File: src/rtl/timer_ctrl.sv
// Programmable tick timer: prescaled tick counter with one-shot/periodic
// expiry, sticky irq and overrun flags, and start/stop control.
module timer_ctrl #(
    parameter int WIDTH    = 16,
    parameter int PS_WIDTH = 8
) (
    input  logic                clock,
    input  logic                reset,
    input  logic                cfg_valid,
    input  logic [WIDTH-1:0]    cfg_period,
    input  logic [PS_WIDTH-1:0] cfg_prescale,
    input  logic                cfg_periodic,
    input  logic                start,
    input  logic                stop,
    input  logic                irq_ack,
    output logic [WIDTH-1:0]    count,
    output logic                busy,
    output logic                irq,
    output logic                overrun
);

    typedef enum logic {
        IDLE = 1'b0,
        RUN  = 1'b1
    } state_e;

    state_e              state_q, state_d;
    logic [WIDTH-1:0]    count_q, count_d;
    logic [PS_WIDTH-1:0] ps_q, ps_d;
    logic [WIDTH-1:0]    period_q, period_d;
    logic [PS_WIDTH-1:0] prescale_q, prescale_d;
    logic                periodic_q, periodic_d;
    logic                busy_q, busy_d;
    logic                irq_q, irq_d;
    logic                overrun_q, overrun_d;

    logic                tick;
    logic                last;
    logic                expire;
    logic [WIDTH-1:0]    start_period;

    assign tick = (ps_q == prescale_q);
    assign last = (count_q == period_q - WIDTH'(1));

    // A config write in the same cycle as start governs that start.
    assign start_period = cfg_valid ? cfg_period : period_q;

    always_comb begin
        state_d    = state_q;
        count_d    = count_q;
        ps_d       = ps_q;
        period_d   = period_q;
        prescale_d = prescale_q;
        periodic_d = periodic_q;
        irq_d      = irq_q;
        overrun_d  = overrun_q;
        expire     = 1'b0;

        unique case (state_q)
            IDLE: begin
                if (cfg_valid) begin
                    period_d   = cfg_period;
                    prescale_d = cfg_prescale;
                    periodic_d = cfg_periodic;
                end
                if (start && !stop && start_period != '0) begin
                    state_d = RUN;
                    count_d = '0;
                    ps_d    = '0;
                end
            end
            RUN: begin
                if (stop) begin
                    state_d = IDLE;
                    ps_d    = '0;
                end else if (start) begin
                    count_d = '0;
                    ps_d    = '0;
                end else if (tick) begin
                    ps_d = '0;
                    if (last) begin
                        expire  = 1'b1;
                        count_d = '0;
                        if (!periodic_q) begin
                            state_d = IDLE;
                        end
                    end else begin
                        count_d = count_q + WIDTH'(1);
                    end
                end else begin
                    ps_d = ps_q + PS_WIDTH'(1);
                end
            end
            default: state_d = IDLE;
        endcase

        // An expiry outranks a coincident acknowledge.
        if (expire) begin
            irq_d = 1'b1;
            if (irq_q && !irq_ack) begin
                overrun_d = 1'b1;
            end
        end else if (irq_ack) begin
            irq_d     = 1'b0;
            overrun_d = 1'b0;
        end
    end

    assign busy_d = (state_d == RUN);

    always_ff @(posedge clock or posedge reset) begin
        if (reset) begin
            state_q    <= IDLE;
            count_q    <= '0;
            ps_q       <= '0;
            period_q   <= '0;
            prescale_q <= '0;
            periodic_q <= 1'b0;
            busy_q     <= 1'b0;
            irq_q      <= 1'b0;
            overrun_q  <= 1'b0;
        end else begin
            state_q    <= state_d;
            count_q    <= count_d;
            ps_q       <= ps_d;
            period_q   <= period_d;
            prescale_q <= prescale_d;
            periodic_q <= periodic_d;
            busy_q     <= busy_d;
            irq_q      <= irq_d;
            overrun_q  <= overrun_d;
        end
    end

    assign count   = count_q;
    assign busy    = busy_q;
    assign irq     = irq_q;
    assign overrun = overrun_q;

endmodule

File: config.mk
export PLATFORM = sky130hd
export DESIGN_NAME = timer_ctrl
export DESIGN_NICKNAME = d
export VERILOG_FILES = /design/src/rtl/timer_ctrl.sv
export SDC_FILE = /design/constraint.sdc
export NUM_CORES = 1
export LEC_CHECK = 0
export BUFFER_PORTS_ARGS = -buffer_cell sky130_fd_sc_hd__buf_2
export CORE_MARGIN = 2
export CORE_UTILIZATION = 30
export CTS_CLUSTER_DIAMETER = 40
export DETAILED_ROUTE_END_ITERATION = 12
export PLACE_DENSITY = 0.46
export SYNTH_ARGS = -nofsm -noshare
export SYNTH_HDL_FRONTEND = slang
export SYNTH_SLANG_ARGS = --single-unit
export TNS_END_PERCENT = 1
File: constraint.sdc
create_clock -name clock -period 3.1 [get_ports clock]
set_clock_uncertainty 0.05 [all_clocks]
set_input_delay 0.155 -clock clock [delete_from_list [all_inputs] [get_ports clock]]
set_output_delay 0.155 -clock clock [all_outputs]
set_load 0.05 [all_outputs]
======== Word-level counts from Yosys, hierarchy flattened ========
Cells that the tools add are included.
word-level totals
  word-level logic and storage cells ...... 56
  output and inout bits ................... 19
  register bits after elaboration ......... 52
  input bits .............................. 31
cells by class
  add/subtract/negate cells ............... 3
  reduce and logical (&&, ||, !) cells .... 10
  bitwise logic cells ..................... 1
  mux-type cells .......................... 28
  equal/unequal tests ..................... 6
operators with widths
  kind                   number
  $mux 16                6
  $mux 8                 4
  $pmux 16 s2            1
  $add 16x1->16 const B  1
  $eq 16x16->1           1
  $pmux 8 s2             1
  $reduce_bool 16->1     1
  $sub 16x1->16 const B  1
  $mux 1                 15
  $add 8x1->8 const B    1
  $eq 8x8->1             1
  $ne 2x2->1 const B     2
  $reduce_and 2->1       2
  $logic_and 1x1->1      3
  $ne 3x2->1 const B     1
  $reduce_and 3->1       1
  $logic_not 1->1        2
  $ne 2x1->1 const B     1
  $pmux 1 s2             1
  $reduce_bool 2->1      1
  $not 1->1              1

======== Logic depth before layout (Yosys ltp) ========
  word-level depth ........................ 9
  gate-level depth with buffers ........... 12
  depth with buffers taken out ............ 10

======== Least setup slack after synthesis ========
OpenSTA, ideal clock, no wires.
  path kind ............................... flip-flop to flip-flop
  start point ............................. reg period_q[0]
  end point ............................... reg overrun_q, in the netlist overrun
  library setup time ...................... 66 ps
  period minus slack after synthesis ...... 2805 ps
  required time ........................... 2984 ps
  stages on the path, launching flop included .. 12
  data arrival time ....................... 2688 ps
  slack ................................... 295 ps
  buffers on the path ..................... 1
  cells stage by stage .................... dfrtp_1 -> inv_1 -> ha_1 -> buf_2 -> or4b_4 -> nor2_2 -> nand4_1 -> o32ai_1 -> a21oi_2 -> or4b_4 -> o41ai_1 -> a31o_1
between the ends
  word-level cells in the longest chain between the ends .. 9
  elaborated cells between the ends (all ways) .. 11
  classes of those cells .................. add/sub: 1; eq/ne: 2; mux: 6; reduce/logical: 2
RTL lines
  item                                                              line  RTL
  start, declared                                                   30    logic [WIDTH-1:0] period_q, period_d;
  start signal, assigned                                            126   period_q <= period_d;
  $sub 16x1->16 *                                                   43    assign last = (count_q == period_q - WIDTH'(1));
  $eq 16x16->1 *                                                    43
  $mux 1 *                                                          81    if (last) begin
  $mux 1 *                                                          79    end else if (tick) begin
  $mux 1 *                                                          76    end else if (start) begin
  $mux 1 *                                                          73    if (stop) begin
  $mux 1 *                                                          59    unique case (state_q)
  $ne 2x1->1 (no source line) or $reduce_bool 2->1 (tied branches)  n/a
  $reduce_and 2->1 (no source line)                                 n/a
  end signal, assigned                                              131   overrun_q <= overrun_d;
  end, declared                                                     35    logic overrun_q, overrun_d;
Every way passes the cells marked *; elsewhere a longest branch is shown, timed or not.
A chain may end at the register's enable or synchronous reset.

======== Final worst setup path ========
  start point ............................. reg period_q[1]
  end point ............................... reg overrun_q, in the netlist overrun
Same word-level chain as after synthesis.

==> impl_metrics.yaml <==
route:
  vias_per_cell: 5.11
  ant_nets: 0
  drt_iter0_markers: 95
  drc: 0
  num_vias: 2601
  post_drt_wl_per_cell_microns: 16.1
  drt-total-wl_microns: 8220
  dr.pass1.iters: 4
sta:
  fmax_ghz: 0.334
  finalSetupViolCount: 0
  tightest_slew_ns: 0.680
  rsz0062_at_grt: "true"
  hold_violations: 0
  maxSlewHeadroom_pct: 54.5
  holdWs_ns: 0.0171
  tns_ns: 0
  fin_crit_ns: 2.99
  finalCritPeriodShare_pct: 96.5
  slew_violations: 0
  setup_slack_ns: 0.108
placed_design:
  gp_congestion: 0.821
  place_ws_ns: 0.0954
  hpwlAfterDp_microns: 6260
  port_buffers: 49
  placed_area_sq_mm: 0.00360
die:
  start_util_pct: 30.9
  die_area_sq_mm: 0.0115
  core_area_sq_mm: 0.0103
  die_x_microns: 107
  io_pins: 50
  die_h_microns: 107
  rows: 37
cts:
  root_buffer: "clkbuf_8"
  cts-buffers-inserted: 5
  cts_buffer_depth: 2
  htreeDepth: 2
  clock_latency_ns: 0.31
  cts.sinks: 52
  cts_tree: "built"
  clkTransAtPathRegs_ns: 0.10
synthesis:
  synth.yosys.seq_area_share_pct: 40.8
  synthesis.nets: 348
  synth_ff_type: "dfrtp_1"
  ys_ff_latch: 52
  synthesis.area_sq_mm: 0.00319
  synth-warning-count: 0
  synth.distinct_cells: 66
  syn_avg_cell_area_sq_um: 10.1
  synth-edff-count: 0
  async_reset_ff_share_pct: 100
  syn-instance-count: 314
final_layout:
  drive_above_1_share_pct: 31.6
  finalNetCount: 406
  design_area_sq_mm: 0.00373
  nFillCells: 1079
  n_antenna_cell: 0
  syn_to_final_growth_pct: 17.1
critical_path:
  startpoint_type: "flop"
  rr_worst_depth: 10
  crit_required_ns: 3.30
  worstPathArrival_ns: 3.19
  cp-end-kind: "flop"
  critPathMaxFanout: 6
  path_class: "reg2reg"
power_and_ir_drop:
  ir_worst_vdd_mv: 0.196
  seq_power_share_pct: 50.7
  power_frac_comb_pct: 24.3
  switching_share_pct: 33.0
  p_int_mw: 1.10
  p_clk_share_pct: 24.9
  p_switching_uw: 540
  powerDensity_mw_per_mm2: 438
  cellLeakagePower_nw: 1.67
run_status:
  status: "finished clean"
global_route:
  grt_pass1_wl_microns: 13400
  antenna_found_initial: 0
  grt_pass1_vias: 2535
  grt_max_degree: 37
  gr-total-overflow: 0
  grtUsageTotal_pct: 14.9
min_path:
  worstHoldPathCells: 2
  hp-class: "in2reg"
flow_run:
  max_cap_viol_count: 0
synthesized netlist by cell type, types with 3 or more instances:
cell type | instances | area [sq um]
buf_6 | 4 | 45.0
nor4_1 | 11 | 68.8
mux2_2 | 24 | 270
inv_1 | 7 | 26.3
a22o_1 | 11 | 96.3
and3_1 | 13 | 81.3
xnor2_1 | 15 | 131
clkbuf_1 | 4 | 15.0
dfrtp_1 | 52 | 1300
nor2_1 | 17 | 63.8
nand3_1 | 7 | 35.0
nand2b_1 | 4 | 25.0
ha_1 | 3 | 37.5
a21oi_1 | 3 | 15.0
nand2_1 | 20 | 75.1
o21ai_0 | 20 | 100
nor3_1 | 8 | 40.0
o21ai_1 | 3 | 15.0
nor4b_1 | 3 | 26.3
nor2b_1 | 11 | 68.8
xor2_1 | 17 | 149
nand4_1 | 3 | 18.8
logic make-up after synthesis:
logic type / Yosys count / share of synthesized area (%)
AOI/OAI and AO/OA: 64 / 15.0
muxes: 24 / 8.48
and+or+nand+nor: 117 / 21.8
buffers and inverters: 22 / 3.97
adders and majority gates: 3 / 1.18
xor gates and xnor gates: 32 / 8.79
DFF: 52 / 40.8
final timing paths:
path	from	end	slack, ns
worst min-delay path	cfg_prescale[5]	prescale_q[5]	0.02
worst min register to register	ps_q[7]	ps_q[7]	0.46
max in group asynchronous	reset	count[11]	1.85
worst max register to register	period_q[1]	overrun	0.11
min in group asynchronous	reset	period_q[7]	0.31
worst max-delay path	period_q[1]	overrun	0.11
registers in the layout, indices dropped and copies added (netlist names):
signal,flops
count,16
period_q,16
prescale_q,8
ps_q,8
busy,1
irq,1
overrun,1
periodic_q,1
critical path: stages, from the launching register on:
cell and delay, ns:
dfrtp_1 0.44, inv_1 0.09, ha_1 0.19, or4b_4 0.51, nor2_2 0.18, nand4_1 0.13, o32ai_1 0.19, a21oi_2 0.07
or4b_4 0.58, o41ai_1 0.36, a31o_1 0.14
through the flow:
step                power (mW)  cells  util, %
global placement          1.23    497     34.9
floorplan                 1.12    314        -
finish                    1.64    509     36.2
CTS                       1.66    506     35.9
detailed placement        1.24    497     34.9
global route              1.73    509     36.2
final cells by class:
cell class                 instances  area, sq um  share of cell area [%]
tap                              136          170                    4.56
sequential                        52         1300                    34.9
clock buffer                       5         68.8                    1.84
inverter                           7         26.3                   0.704
multi-input combinational        240         1770                    47.4
timing repair buffer              66          375                    10.1
clock inverter                     3         22.5                   0.603
per-layer routing:
metal  vias to the layer above  wire length (microns)  GRT usage, %  part of all wire (%)
met5                         -                      0             0                     0
met4                         0                     53          3.43                  0.65
met3                         4                    243          2.37                   3.0
met2                        43                   4050          25.8                    49
met1                      1272                   3870          19.5                    47
li1                       1282                      -             -                     -
power groups by stage:
stage | combinational (mW) | sequential, mW | clock, mW
6_report | 0.398 | 0.830 | 0.408
2_1_floorplan | 0.305 | 0.817 | 0
3_3_place_gp | 0.391 | 0.842 | 0
4_1_cts | 0.396 | 0.830 | 0.436
3_5_place_dp | 0.393 | 0.844 | 0
5_1_grt | 0.439 | 0.841 | 0.452
layout by cell type (no fill, tap or decap), types with 3 or more instances in the layout:
| cell type | netlist | routed |
|---|---|---|
| nand2b_1 | 4 | 4 |
| a21oi_1 | 3 | 3 |
| buf_4 | 2 | 16 |
| nor2b_1 | 11 | 10 |
| clkbuf_8 | 0 | 5 |
| inv_1 | 7 | 6 |
| dfrtp_1 | 52 | 52 |
| xor2_1 | 17 | 17 |
| and3_1 | 13 | 13 |
| o21ai_1 | 3 | 3 |
| nor3_1 | 8 | 8 |
| nand2_1 | 20 | 20 |
| mux2_2 | 24 | 24 |
| ha_1 | 3 | 3 |
| o21ai_0 | 20 | 20 |
| nor4b_1 | 3 | 3 |
| nand3_1 | 7 | 7 |
| xnor2_1 | 15 | 15 |
| nand4_1 | 3 | 3 |
| a22o_1 | 11 | 11 |
| nor4_1 | 11 | 10 |
| buf_2 | 2 | 49 |
| nor2_1 | 17 | 17 |
repair_timing:
action | CTS | global route
setup buffers | 0 | 3
hold endpoints to repair | 16 | 0
hold buffers | 1 | 0
gates resized for setup | 0 | 1
endpoints found under the setup margin | 0 | 18
(Power assumes the default switching activity.)
